File: config.mk
export PLATFORM = sky130hd
export DESIGN_NAME = addsub_seq
export DESIGN_NICKNAME = d
export VERILOG_FILES = /design/src/rtl/addsub_seq.sv
export SDC_FILE = /design/constraint.sdc
export NUM_CORES = 1
export LEC_CHECK = 0
export CAP_MARGIN = 10
export CORE_ASPECT_RATIO = 1.25
export CORE_MARGIN = 4
export CORE_UTILIZATION = 25
export DETAILED_ROUTE_END_ITERATION = 6
export GPL_TIMING_DRIVEN = 0
export HOLD_SLACK_MARGIN = 0.02
export PLACE_DENSITY_LB_ADDON = 0.3
export SYNTH_ARGS = -nofsm -noshare
export SYNTH_HDL_FRONTEND = slang
export SYNTH_SLANG_ARGS = --single-unit
File: constraint.sdc
create_clock -name clk -period 4 [get_ports clk]
set_input_delay 0.6 -clock clk [delete_from_list [all_inputs] [get_ports clk]]
set_output_delay 0.6 -clock clk [all_outputs]
set_load 0.03 [all_outputs]
File: src/rtl/addsub_seq.sv
// Multi-cycle two's-complement add/subtract unit: one CHUNK-bit adder is reused
// LSB chunk first across a WIDTH-bit operand, with valid/ready on both sides.
module addsub_seq #(
  parameter int WIDTH = 32,
  parameter int CHUNK = 8
) (
  input  logic             clk,
  input  logic             rst_n,
  input  logic             in_valid,
  output logic             in_ready,
  input  logic [WIDTH-1:0] a,
  input  logic [WIDTH-1:0] b,
  input  logic             sub,
  input  logic             sat,
  output logic             out_valid,
  input  logic             out_ready,
  output logic [WIDTH-1:0] result,
  output logic             cout,
  output logic             ovf,
  output logic             zero,
  output logic             neg
);

  localparam int N  = WIDTH / CHUNK;
  localparam int CW = (N > 1) ? $clog2(N) : 1;
  localparam logic [CW-1:0] LAST = CW'(N - 1);

  generate
    if (WIDTH < 2 || CHUNK < 1 || (WIDTH % CHUNK) != 0) begin : g_bad_params
      $error("addsub_seq: WIDTH must be >= 2 and a multiple of CHUNK");
    end
  endgenerate

  typedef enum logic [1:0] {
    IDLE,
    RUN,
    DONE
  } state_t;

  state_t state, state_next;

  logic [WIDTH-1:0] a_reg;
  logic [WIDTH-1:0] b_reg;
  logic             carry;
  logic             sat_reg;
  logic [CW-1:0]    k;

  logic [WIDTH-1:0] b_eff;
  logic [CHUNK-1:0] a_chunk;
  logic [CHUNK-1:0] b_chunk;
  logic [CHUNK:0]   chunk_sum;
  logic [WIDTH-1:0] raw_next;
  logic [WIDTH-1:0] final_result;
  logic             final_ovf;
  logic             a_msb;
  logic             b_msb;

  assign b_eff    = sub ? ~b : b;
  assign in_ready = (state == IDLE);
  assign a_msb    = a_reg[WIDTH-1];
  assign b_msb    = b_reg[WIDTH-1];

  always_ff @(posedge clk or negedge rst_n) begin
    if (!rst_n) begin
      state <= IDLE;
    end else begin
      state <= state_next;
    end
  end

  always_comb begin
    state_next = state;
    case (state)
      IDLE:    if (in_valid) state_next = RUN;
      RUN:     if (k == LAST) state_next = DONE;
      DONE:    if (out_ready) state_next = IDLE;
      default: state_next = IDLE;
    endcase
  end

  // Operand chunk k feeds the shared CHUNK+1 bit adder; carry is the only inter-chunk state.
  always_comb begin
    a_chunk = '0;
    b_chunk = '0;
    for (int i = 0; i < N; i++) begin
      if (k == CW'(i)) begin
        a_chunk = a_reg[i*CHUNK +: CHUNK];
        b_chunk = b_reg[i*CHUNK +: CHUNK];
      end
    end
    chunk_sum = {1'b0, a_chunk} + {1'b0, b_chunk} + {{CHUNK{1'b0}}, carry};
  end

  // The last chunk's sum is merged here so overflow and saturation see the full raw result.
  always_comb begin
    raw_next = result;
    for (int i = 0; i < N; i++) begin
      if (k == CW'(i)) begin
        raw_next[i*CHUNK +: CHUNK] = chunk_sum[CHUNK-1:0];
      end
    end
    final_ovf = (a_msb == b_msb) && (raw_next[WIDTH-1] != a_msb);
    if (sat_reg && final_ovf) begin
      final_result = a_msb ? {1'b1, {(WIDTH-1){1'b0}}} : {1'b0, {(WIDTH-1){1'b1}}};
    end else begin
      final_result = raw_next;
    end
  end

  always_ff @(posedge clk or negedge rst_n) begin
    if (!rst_n) begin
      a_reg     <= '0;
      b_reg     <= '0;
      carry     <= 1'b0;
      sat_reg   <= 1'b0;
      k         <= '0;
      result    <= '0;
      cout      <= 1'b0;
      ovf       <= 1'b0;
      zero      <= 1'b0;
      neg       <= 1'b0;
      out_valid <= 1'b0;
    end else begin
      case (state)
        IDLE: begin
          if (in_valid) begin
            a_reg   <= a;
            b_reg   <= b_eff;
            carry   <= sub;
            sat_reg <= sat;
            k       <= '0;
          end
        end
        RUN: begin
          carry  <= chunk_sum[CHUNK];
          result <= raw_next;
          k      <= k + 1'b1;
          if (k == LAST) begin
            result    <= final_result;
            cout      <= chunk_sum[CHUNK];
            ovf       <= final_ovf;
            zero      <= (final_result == '0);
            neg       <= final_result[WIDTH-1];
            out_valid <= 1'b1;
          end
        end
        DONE: begin
          if (out_ready) begin
            out_valid <= 1'b0;
          end
        end
        default: begin
          out_valid <= 1'b0;
        end
      endcase
    end
  end

endmodule

* Yosys cells after proc, flatten, opt, wreduce, memory -nomap -nowiden *
Index checks and enable logic that the tools add are counted.

word-level totals
  word-level logic and storage cells = 65
  input bits = 70
  output and inout port bits = 38
  register bits after elaboration = 107

cells by class
  reductions and logical operators = 11
  mux-type cells = 27
  eq/ne operators = 10
  bitwise gates (word level) = 2
  $add $sub $neg = 3

operator list
  cell                 number
  $mux 32              4
  $mux 8               12
  $logic_not 32->1     1
  $not 32->32          1
  $add 8x8->9          1
  $add 9x1->9          1
  $mux 2               4
  $eq 2x2->1 const B   3
  $ne 2x2->1 const B   3
  $pmux 2 s3           1
  $reduce_and 2->1     3
  $reduce_and 3->1     2
  $eq 2x1->1 const B   2
  $logic_not 2->1      2
  $pmux 2 s2           1
  $mux 1               3
  $pmux 1 s3           1
  $add 2x1->2 const B  1
  $logic_and 1x1->1    2
  $pmux 1 s2           1
  $reduce_bool 2->1    1
  $eq 1x1->1           1
  $ne 1x1->1           1
  $not 1->1            1

* Longest topological paths before layout *
Gate-level depths: netlist of the first run.

  depth in word-level cells = 13
  depth in mapped cells = 18
  gate-level depth less buffers = 16

* Worst setup path after synthesis of the first run *
Ideal clock, no wire load.

  kind = register to register
  start = register k[0]
  end = register zero
  setup slack = -28 ps
  library setup time = 92 ps
  path buffers = 2
  stages on the path, launching flop included = 17
  arrival = 3,936 ps
  clock period less this slack = 4,028 ps
  data required time = 3,908 ps
  path through = dfrtp_1 -> inv_1 -> ha_1 -> clkbuf_1 -> clkbuf_1 -> and3_1 -> a21oi_1 -> o21ai_0 -> mux2i_1 -> fa_1 -> inv_1 -> fa_1 -> or4_1 -> nor4_2 -> nand3_1 -> or4_1 -> o31ai_2

on the way
  cells in the longest elaborated chain, start to end = 13
  elaborated cells on any way between the ends = 24
  those cells by class = add/sub: 2; eq/ne: 4; mux: 13; reduce/logical: 5

ends and longest elaborated chain
  item                    RTL line  RTL
  from (decl)             46        logic [CW-1:0] k;
  from (signal assigned)  137       k <= k + 1'b1;
  $logic_not 2->1         86, 98
  $mux 8 (4 in a row)     86        if (k == CW'(i)) begin
  $add 8x8->9             91        chunk_sum = {1'b0, a_chunk} + {1'b0, b_chunk} + {{CHUNK{1'b0}}, carry};
  $add 9x1->9             91
  $mux 8                  98        if (k == CW'(i)) begin
  $ne 1x1->1              102       final_ovf = (a_msb == b_msb) && (raw_next[WIDTH-1] != a_msb);
  $logic_and 1x1->1       102
  $logic_and 1x1->1       103       if (sat_reg && final_ovf) begin
  $mux 32                 103
  $logic_not 32->1        142       zero <= (final_result == '0);
  to (signal assigned)    142
  to (decl)               20        output logic zero,

Parallel ways exist; a longest one is shown, timed or not.
A chain may end at the register's enable or synchronous reset.

* Worst setup path after layout of the first run *
  start = register k[1]
  end = register zero

Same word-level chain as after synthesis.

==> results of run 1 <==
==> stage by stage <==
step / cell area [sq um] / setup WS [ps] / std cells
after global placement: 7167 / -1963 / 993
after global routing: 8006 / -43.71 / 1031
after detailed placement: 7192 / -794.1 / 994
after CTS: 7791 / 7.980 / 1020
after floorplan: 5752 / 51.67 / 604
final: 8006 / 120.0 / 1031
==> worst reg2reg max path: stages (launching register included) <==
cell	delay (ps)
dfrtp_1	420
inv_2	130
ha_4	160
clkbuf_8	140
buf_8	110
and3_4	190
a21oi_4	30
o21ai_2	150
mux2i_2	100
fa_2	380
inv_2	60
fa_2	490
or4_4	520
nor4_4	210
nand3_1	90
or4_1	420
o31ai_2	180
==> area by class of cell <==
cell class / instances / area (sq um) / share of cell area (%)
Timing Repair Buffer: 130 / 1262 / 15.77
Multi-Input combinational cell: 446 / 3131 / 39.10
Clock inverter: 6 / 70.07 / 0.8751
Clock buffer: 10 / 239.0 / 2.985
Sequential cell: 107 / 2679 / 33.46
Inverter: 14 / 57.56 / 0.7189
Tap cell: 283 / 354.1 / 4.423
Buffer: 35 / 214.0 / 2.672
==> cell families after synthesis <==
family,count (synthesis),synth area share [%]
AOI/OAI and AO/OA,177,18.89
xor gates and xnor gates,38,5.789
adders and majority gates,13,3.090
buffers and inverters,51,3.504
DFF,107,46.57
muxes,39,7.552
and+or+nand+nor,179,14.60
==> metal layers <==
layer	vias to the layer above	wire [um]
met3	27	850
met4	0	349
met1	2452	7929
met2	144	9307
li1	2458	-
met5	-	0
==> cells in the final DEF (no fill, tap or decap), types with 4 or more instances in the layout <==
| cell type | instances |
|---|---|
| nand3_1 | 7 |
| clkdlybuf4s50_1 | 105 |
| clkbuf_16 | 9 |
| xnor2_1 | 33 |
| o21ai_0 | 26 |
| o21ai_2 | 4 |
| clkbuf_1 | 12 |
| dfrtp_1 | 106 |
| nor2_1 | 67 |
| a31oi_1 | 8 |
| a21o_1 | 4 |
| inv_1 | 9 |
| o22ai_1 | 12 |
| nor4_1 | 4 |
| buf_4 | 23 |
| inv_2 | 4 |
| a21oi_1 | 76 |
| nor3_1 | 9 |
| a221o_1 | 9 |
| o221ai_1 | 7 |
| and3_1 | 15 |
| mux2_2 | 35 |
| nand2_1 | 46 |
| buf_1 | 6 |
| nand2b_1 | 5 |
| nand4_1 | 5 |
| ha_1 | 6 |
| clkbuf_2 | 6 |
==> cell usage after synthesis (2+ instances only) <==
cell and instances:
and2_1 2, clkbuf_1 27, nor2_1 67, a211oi_1 3, and3_1 18, dfrtp_1 107, o221ai_1 7, mux2_2 35
a21o_1 4, mux2i_1 4, nor2b_1 2, o2bb2ai_1 2, fa_1 2, o21a_1 2, nand2_1 46, or4_1 3
nor4_2 2, nand2b_1 5, buf_1 7, o22ai_1 12, buf_2 2, inv_1 13, o211ai_1 3, o21ai_0 31
a21oi_1 80, o21ai_1 2, nor4_1 5, ha_1 11, xnor2_1 34, o31ai_1 2, nand4_1 5, a221o_1 9
xor2_1 4, nor3_1 10, nand3_1 8, a31oi_1 9
==> how the worst min path moves through the flow <==
stage | to | cells past startpoint | slack [ps]
2_1_floorplan | a_reg[0] | 0 | 300
3_3_place_gp | neg | 2 | 470
3_5_place_dp | neg | 2 | 470
4_1_cts | result[6] | 1 | 230
5_1_grt | result[9] | 1 | 270
6_report | result[6] | 1 | 220
==> what timing repair did <==
action,4_1_cts,5_1_grt
setup endpoints to repair,37,31
buffers inserted,11,12
pin swaps,6,15
resized for setup,53,41
==> results.py, run 1 <==
metrics = {
    "outcome": {
        "status": "finished clean",
    },
    "logic_synthesis": {
        "synth_flop_cell": "dfrtp_1",
        "async_flop_share_pct": 100.0,
        "syn_inst": 604,
        "synth_top_area_share_pct": 46.57,
        "ys_types": 55,
        "avgSynthCellArea_sq_um": 9.519,
        "netlist_top_cells_area": "dfrtp_1 (47%), a21oi_1 (7.0%), mux2_2 (6.9%), xnor2_1 (5.2%), nor2_1 (4.4%)",
        "syn_area_sq_um": 5749,
        "syn_nets": 687,
        "yosysTopAreaCell": "dfrtp_1",
        "synth_seq_cells": 107,
        "synth-edff-count": 0,
        "yosys_warnings": 0,
        "ys_seq_area_share_pct": 46.57,
    },
    "clocking": {
        "insertion_delay_ps": 360,
        "cts_root_buffer": "clkbuf_16",
        "path_clk_slew_ps": 80,
        "cts_tree": "built",
        "clkSinkCount": 107,
        "cts.htree.levels": 3,
        "holdBufCountCts": 0,
        "cts_made_buffers": 9,
        "clk_path_buf_depth": 2,
    },
    "timing": {
        "timing.hold.ws_ps": 224.6,
        "max_slew_margin_pct": 47.14,
        "setup_violations": 0,
        "finalMaxSlewViolations": 0,
        "period_share_pct": 97.00,
        "tns_ps": 0,
        "min_period_ps": 3880,
        "max_freq_mhz": 257.7,
        "worstMarginPinSlew_ps": 792.9,
        "skew_ps": 10.35,
        "hold_viol": 0,
    },
    "floorplanning": {
        "io_pins": 108,
        "die_y_um": 177.5,
        "coreArea_sq_um": 22440,
        "rows": 61,
        "dieArea_sq_um": 25500,
        "fp.dieW_um": 143.6,
        "start_util_pct": 25.62,
    },
    "worst_setup_path": {
        "cp.arrival_ps": 4150,
        "path_delay_family": "simple AND/OR/NAND/NOR gates",
        "path_class": "reg -> reg",
        "timing.rr.end": "zero",
        "cp_slowest_cell": "or4_4",
        "slowest_delay_ps": 520,
        "cp.required_ps": 4270,
        "critical_path_depth": 16,
        "ff2ff_path_depth": 16,
        "regToRegSetupSlack_ps": 120,
        "crit_path_cell_trace": "inv_2 > ha_4 > clkbuf_8 > buf_8 > and3_4 > a21oi_4 > o21ai_2 > mux2i_2 > fa_2 > inv_2 > fa_2 > or4_4 > nor4_4 > nand3_1 > or4_1 > o31ai_2",
        "cp-endpoint": "zero",
        "crit_buf_inv": 4,
        "endpoint_kind": "flip-flop",
        "setup.worst_path.start_class": "flip-flop",
        "path_max_fanout": 4,
        "startpoint": "k[1]",
        "r2r_start": "k[1]",
    },
    "global_route": {
        "grt_usage_pct": 14.57,
        "grt_max_degree": 68,
        "grt_pass1_vias": 5031,
        "use_met1_pct": 18.98,
        "grt_pass1_wl_mm": 28.50,
        "antenna_found_initial": 0,
        "busiest_layer": "met2",
        "use_met3_pct": 2.237,
        "met2_usage_pct": 24.67,
        "globalRouteOverflowTotal": 0,
    },
    "routing": {
        "wire_per_inst_um": 17.88,
        "ant_nets": 0,
        "drc_errors": 0,
        "drtIter0Drc": 351,
        "viasPerCell": 4.928,
        "first_pass_iters": 4,
        "finalWirelength_mm": 18.44,
        "via_count": 5081,
    },
    "placement": {
        "portBuffers": 106,
        "gp_congestion": 0.8612,
        "dp_hpwl_mm": 13.97,
    },
    "cells_and_area": {
        "drive_above_1_share_pct": 18.72,
        "areaGrowthSynthToFinish_pct": 39.26,
        "n_fill_cell": 2357,
        "antennaDiodeCount": 0,
        "utilization_pct": 35.68,
        "nets": 826,
    },
    "hold_path": {
        "hold_class": "in -> async",
    },
    "run": {
        "drv_cap": 0,
    },
}
Power of run 1 is not shown: default switching activity piles up to over one toggle a cycle in this logic, so the estimate is an artifact.
==> run 2, diff against run 1 <==
ABC_AREA = 1   (was default)
==> run 2 against run 1 <==
Routed wire length grew 3.7%. Worst hold slack gained 110 ps. Cell count grew 16%. Critical path depth grew 6. Count of clock-buffer cells in the layout is the same. Utilization shrank 2.5 points. Critical path type unchanged. Synthesized cell count grew 30%. Fmax grew 3.1%. Area after synthesis grew 4.4%. Non-clock buffer count shrank 12. Die area grew 4.1%.
==> results.py, run 2 <==
metrics = {
    "outcome": {
        "status": "finished clean",
    },
    "worst_setup_path": {
        "cp_slowest_cell": "dfrtp_1",
        "timing.rr.end": "zero",
        "cp.arrival_ps": 4070,
        "slowest_delay_ps": 440,
        "setup.worst_path.start_class": "flip-flop",
        "regToRegSetupSlack_ps": 240,
        "path_common_cell": "nand2_1",
        "cp.required_ps": 4300,
        "crit_path_cell_trace": "inv_1 > ha_1 > buf_4 > buf_4 > a21oi_1 > o21ai_0 > o21ai_1 > fa_1 > inv_1 > fa_2 > nand4_1 > nand3_1 > nand2_1 > nand2_2 > o21ai_0 > nor2_1 > nand2_1 > nor2_1 > nand2_1 > nor2_1 > nand3_1 > nand2_1",
        "path_max_fanout": 10,
        "ff2ff_path_depth": 22,
        "r2r_start": "k[0]",
        "endpoint_kind": "flip-flop",
        "path_class": "reg -> reg",
    },
    "pwr": {
        "p_clk_share_pct": 10.8,
        "seqPwrFrac_pct": 23.6,
        "ir_drop_mv": 0.4667,
        "p_leak_nw": 3.574,
        "power_density_nw_per_um2": 1047,
        "internal_power_w": 0.004004,
        "swShare_pct": 51.29,
        "p_switching_w": 0.004216,
        "share_comb_of_total_power_pct": 65.6,
    },
    "floorplanning": {
        "fp.dieW_um": 146.6,
        "dieArea_sq_um": 26560,
        "die_y_um": 181.2,
        "coreArea_sq_um": 23650,
        "rows": 63,
        "start_util_pct": 25.37,
        "io_pins": 108,
    },
    "global_route": {
        "grt_pass1_wl_mm": 30.17,
        "grt_usage_pct": 14.41,
        "antenna_found_initial": 0,
        "grt_max_degree": 66,
        "grt_pass1_vias": 5517,
        "globalRouteOverflowTotal": 0,
    },
    "logic_synthesis": {
        "ys_types": 35,
        "synth-edff-count": 0,
        "ys_seq_area_share_pct": 44.63,
        "yosys-top-cells-count": "nand2_1 (290), dfrtp_1 (107), o21ai_0 (86), a21oi_1 (53)",
        "yosys_warnings": 0,
        "syn_area_sq_um": 6000,
        "synth_top_area_share_pct": 44.63,
        "async_flop_share_pct": 100.0,
        "yosysMostFrequentCell": "nand2_1",
        "netlist_top_cells_area": "dfrtp_1 (45%), nand2_1 (18%), o21ai_0 (7.2%), xnor2_1 (5.1%), a21oi_1 (4.4%)",
        "yosysTopAreaCell": "dfrtp_1",
        "avgSynthCellArea_sq_um": 7.643,
        "synth_seq_cells": 107,
        "syn_nets": 868,
        "synth_flop_cell": "dfrtp_1",
        "syn_inst": 785,
    },
    "timing": {
        "hold_viol": 0,
        "worstMarginPinSlew_ps": 885.3,
        "max_slew_margin_pct": 40.98,
        "setup_violations": 0,
        "setup_ws_ps": 235.4,
        "skew_ps": 8.611,
        "finalMaxSlewViolations": 0,
        "rsz0062_at_grt": "false",
        "max_freq_mhz": 265.6,
        "period_share_pct": 94.12,
        "min_period_ps": 3765,
    },
    "routing": {
        "drc_errors": 0,
        "drtIter0Drc": 331,
        "via_count": 5552,
        "finalWirelength_mm": 19.13,
        "viasPerCell": 4.627,
        "first_pass_iters": 5,
        "wire_per_inst_um": 15.94,
        "ant_nets": 0,
    },
    "hold_path": {
        "hold_class": "in -> async",
    },
    "cells_and_area": {
        "areaGrowthSynthToFinish_pct": 30.91,
        "utilization_pct": 33.21,
        "nets": 986,
        "drive_above_1_share_pct": 7.819,
        "final_cell_mix": "nand2_1 (289), dfrtp_1 (107), clkdlybuf4s50_1 (105), o21ai_0 (82), a21oi_1 (50)",
        "mostFrequentLayoutCell": "nand2_1",
        "antennaDiodeCount": 0,
    },
    "placement": {
        "portBuffers": 106,
        "gp_congestion": 0.8835,
        "pre_cts_ws_ps": -554.1,
        "dp_hpwl_mm": 14.84,
    },
    "clocking": {
        "cts_setup_buffers": 0,
        "path_clk_slew_ps": 80,
        "insertion_delay_ps": 360,
        "cts.htree.levels": 3,
        "clkSinkCount": 107,
        "cts_tree": "built",
        "cts_made_buffers": 9,
        "cts_root_buffer": "clkbuf_16",
        "clk_path_buf_depth": 2,
    },
    "run": {
        "drv_cap": 0,
    },
}
==> run 2: cell families (layout without fill, tap and decap cells) <==
logic type / Yosys count / count (layout) / share of synthesized area (%)
simple gates: 364 / 364 / 24.59
buf+inv: 87 / 210 / 5.964
compound gates: 178 / 178 / 16.60
fa+ha+maj: 13 / 13 / 2.961
flops: 107 / 107 / 44.63
xor+xnor: 36 / 36 / 5.255
==> run 2: area by class of cell <==
cell class	count	area (sq um)
flip-flops and latches	107	2678
multi-input cells	591	3034
well taps	292	365.4
inverters	41	157.7
repair buffers	107	1079
clock buffers	10	239.0
fillers	2534	15790
clock inverters	6	48.80
plain buffers	46	252.7
==> run 2: how the worst max path moves through the flow <==
stage	start	endpoint	slack (ps)	cells past startpoint
2_1_floorplan	k[0]	zero	580	17
3_3_place_gp	rst_n	a_reg[30]	-1960	1
3_5_place_dp	k[0]	zero	-550	22
4_1_cts	k[0]	zero	7	22
5_1_grt	k[0]	zero	6	22
6_report	k[0]	zero	240	22
==> run 2: power groups by stage <==
stage | clock [W] | sequential [W] | combinational, W
detailed placement | 0 | 0.00196 | 0.00517
global route | 0.000947 | 0.00200 | 0.00604
finish | 0.000885 | 0.00194 | 0.00540
floorplan | 0 | 0.00215 | 0.00327
CTS | 0.000906 | 0.00194 | 0.00528
global placement | 0 | 0.00196 | 0.00511
==> run 2: worst max-delay path, delay by kind of cell, from the launching register on <==
kind / cells / cell delay [ps]
buffers and inverters: 4 / 650
AND/OR/NAND/NOR: 11 / 1220
AO/OA/AOI/OAI: 4 / 550
flip-flops: 1 / 440
adder cells (fa/ha/maj): 3 / 860
==> run 2: what timing repair did <==
action / CTS / global route
hold buffers: 0 / 0
pin swaps: 1 / 2
setup endpoints to repair: 34 / 29
endpoints found under the hold margin: 0 / 0
gates resized for setup: 27 / 32
gates cloned: 0 / 0
==> run 2: stage by stage <==
stage	hold slack [ps]	instances	cell area (sq um)	TNS, ps	power [W]
finish	332.1	1200	7854	0	0.008220
CTS	387.5	1200	7790	0	0.008125
global placement	460.1	1183	7426	-215630	0.007063
floorplan	304.4	785	6000	0	0.005417
detailed placement	465.6	1184	7443	-8088	0.007122
global route	418.7	1200	7854	0	0.008987
==> run 2: metal layers <==
| metal | track usage, % | vias up | routed length [um] |
|---|---|---|---|
| met5 | 0 | - | 0 |
| met4 | 3.991 | 0 | 282 |
| met3 | 2.032 | 16 | 806 |
| met2 | 25.62 | 142 | 9765 |
| met1 | 18.22 | 2581 | 8272 |
| li1 | - | 2813 | - |
(Power assumes the default switching activity.)
==> run 3, diff against run 2 <==
CORE_MARGIN = 2   (was 4)
==> run 3 against run 2 <==
Total power increased by 2.6%. Worst hold slack improved by 21 ps. Sequential power about the same. First-iteration DRC count increased by 46%.
==> results.py, run 3 (synthesized netlist as in run 2, its figures left out) <==
metrics = {
    "outcome": {
        "status": "finished clean",
    },
    "pwr": {
        "share_comb_of_total_power_pct": 65.7,
        "p_clk_share_pct": 11.3,
        "power_w": 0.008435,
        "p_switching_w": 0.004300,
        "power_density_nw_per_um2": 1064,
        "internal_power_w": 0.004135,
        "ir_drop_mv": 0.5874,
        "swShare_pct": 50.98,
        "p_leak_nw": 3.615,
        "seqPwrFrac_pct": 23.1,
    },
    "clocking": {
        "holdBufCountCts": 0,
        "insertion_delay_ps": 370,
        "cts_root_buffer": "clkbuf_16",
        "clkSinkCount": 107,
        "cts.htree.levels": 3,
        "cts_made_buffers": 9,
        "clk_path_buf_depth": 2,
        "cts_tree": "built",
        "path_clk_slew_ps": 80,
    },
    "floorplanning": {
        "dieArea_sq_um": 25260,
        "coreArea_sq_um": 23650,
        "io_pins": 108,
        "die_y_um": 177.2,
        "start_util_pct": 25.37,
        "fp.dieW_um": 142.6,
        "rows": 63,
    },
    "routing": {
        "first_pass_iters": 5,
        "wire_per_inst_um": 15.90,
        "drtIter0Drc": 482,
        "via_count": 5615,
        "finalWirelength_mm": 19.15,
        "viasPerCell": 4.664,
        "drc_errors": 0,
        "ant_nets": 0,
    },
    "global_route": {
        "globalRouteOverflowTotal": 0,
        "grt_usage_pct": 15.52,
        "grt_pass1_wl_mm": 30.09,
        "antenna_found_initial": 0,
        "grt_max_degree": 66,
        "grt_pass1_vias": 5524,
    },
    "worst_setup_path": {
        "setup.worst_path.start_class": "flip-flop",
        "cp.arrival_ps": 4070,
        "path_max_fanout": 10,
        "path_class": "reg -> reg",
        "cp.required_ps": 4300,
        "endpoint_kind": "flip-flop",
    },
    "timing": {
        "setup_violations": 0,
        "hold_viol": 0,
        "max_freq_mhz": 265.6,
        "skew_ps": 11.35,
        "setup_ws_ps": 234.8,
        "finalMaxSlewViolations": 0,
        "max_slew_margin_pct": 42.40,
        "min_period_ps": 3765,
        "worstMarginPinSlew_ps": 864.0,
        "timing.hold.ws_ps": 353.4,
        "period_share_pct": 94.13,
    },
    "placement": {
        "pre_cts_ws_ps": -577.1,
        "gp_congestion": 0.8875,
        "dp_hpwl_mm": 14.64,
        "dpl.cell_count": 1184,
        "portBuffers": 106,
        "placed_area_sq_um": 7451,
    },
    "cells_and_area": {
        "drive_above_1_share_pct": 8.333,
        "areaGrowthSynthToFinish_pct": 32.08,
        "mostFrequentLayoutCell": "nand2_1",
        "instances_no_fill": 1204,
        "nets": 990,
        "final_cell_mix": "nand2_1 (289), dfrtp_1 (106), clkdlybuf4s50_1 (105), o21ai_0 (82), a21oi_1 (51)",
        "design_area_sq_um": 7924,
        "antennaDiodeCount": 0,
    },
    "hold_path": {
        "hold_class": "in -> async",
    },
    "run": {
        "drv_cap": 0,
    },
}
run 3: worst max-delay path, stage by stage (launching register included):
cell and delay (ps):
dfrtp_1 410, buf_4 150, ha_4 170, clkinv_2 100, buf_4 200, buf_2 240
nand3_1 130, o21ai_1 130, a21oi_1 110, ha_1 380, nand2_1 90, nand2_1 100
a21oi_2 200, nand3_1 120, nand3_2 140, nand3_2 80, nand2_2 90, nand2_4 80
buf_6 160, nand2_2 60, nand2_1 50, nor2_1 100, nand2_1 60, nor2_1 130
nand3_1 140, nand2_1 90
run 3: worst paths after layout:
kind,start,to,slack (ps),cells after the start
min in group clk,a_reg[21],a_reg[21],480,2
worst max register to register,k[1],zero,230,25
worst max-delay path,k[1],zero,230,25
worst min register to register,a_reg[21],a_reg[21],480,2
max in group asynchronous,rst_n,a_reg[20],2920,2
worst min-delay path,rst_n,result[13],350,1
run 3: layer usage:
metal / vias up / share of wire [%] / global-route usage [%]
met1: 2601 / 43 / 19.54
li1: 2827 / - / -
met4: 0 / 1.9 / 4.909
met5: - / 0 / 0
met3: 22 / 4.8 / 2.597
met2: 165 / 50 / 27.00
run 3: cell type report:
| type | count | area (sq um) |
|---|---|---|
| fill | 2539 | 15720 |
| multi-input combinational | 591 | 3028 |
| sequential | 107 | 2679 |
| timing repair buffer | 111 | 1116 |
| tap | 292 | 365.4 |
| buffer | 46 | 270.3 |
| clock buffer | 9 | 225.2 |
| inverter | 41 | 156.4 |
| clock inverter | 7 | 83.83 |
run 3: power groups by stage:
| stage | clock network (W) | logic (W) | registers, W |
|---|---|---|---|
| after global placement | 0 | 0.00511 | 0.00196 |
| after global routing | 0.00101 | 0.00616 | 0.00200 |
| after floorplan | 0 | 0.00327 | 0.00215 |
| after detailed placement | 0 | 0.00517 | 0.00196 |
| after CTS | 0.000969 | 0.00535 | 0.00194 |
| final | 0.000952 | 0.00554 | 0.00195 |
run 3: repair_timing:
action / 4_1_cts / 5_1_grt
setup buffers: 1 / 3
pin swaps: 1 / 2
setup endpoints to repair: 34 / 26
gates cloned: 0 / 0
gates resized for setup: 28 / 36
run 3: metrics by stage:
| step | TNS [ps] | util [%] |
|---|---|---|
| final | 0 | 33.51 |
| after global routing | -2.509 | 33.51 |
| after CTS | 0 | 33.08 |
| after detailed placement | -8068 | 31.51 |
| after global placement | -223230 | 31.40 |
| after floorplan | 0 | - |
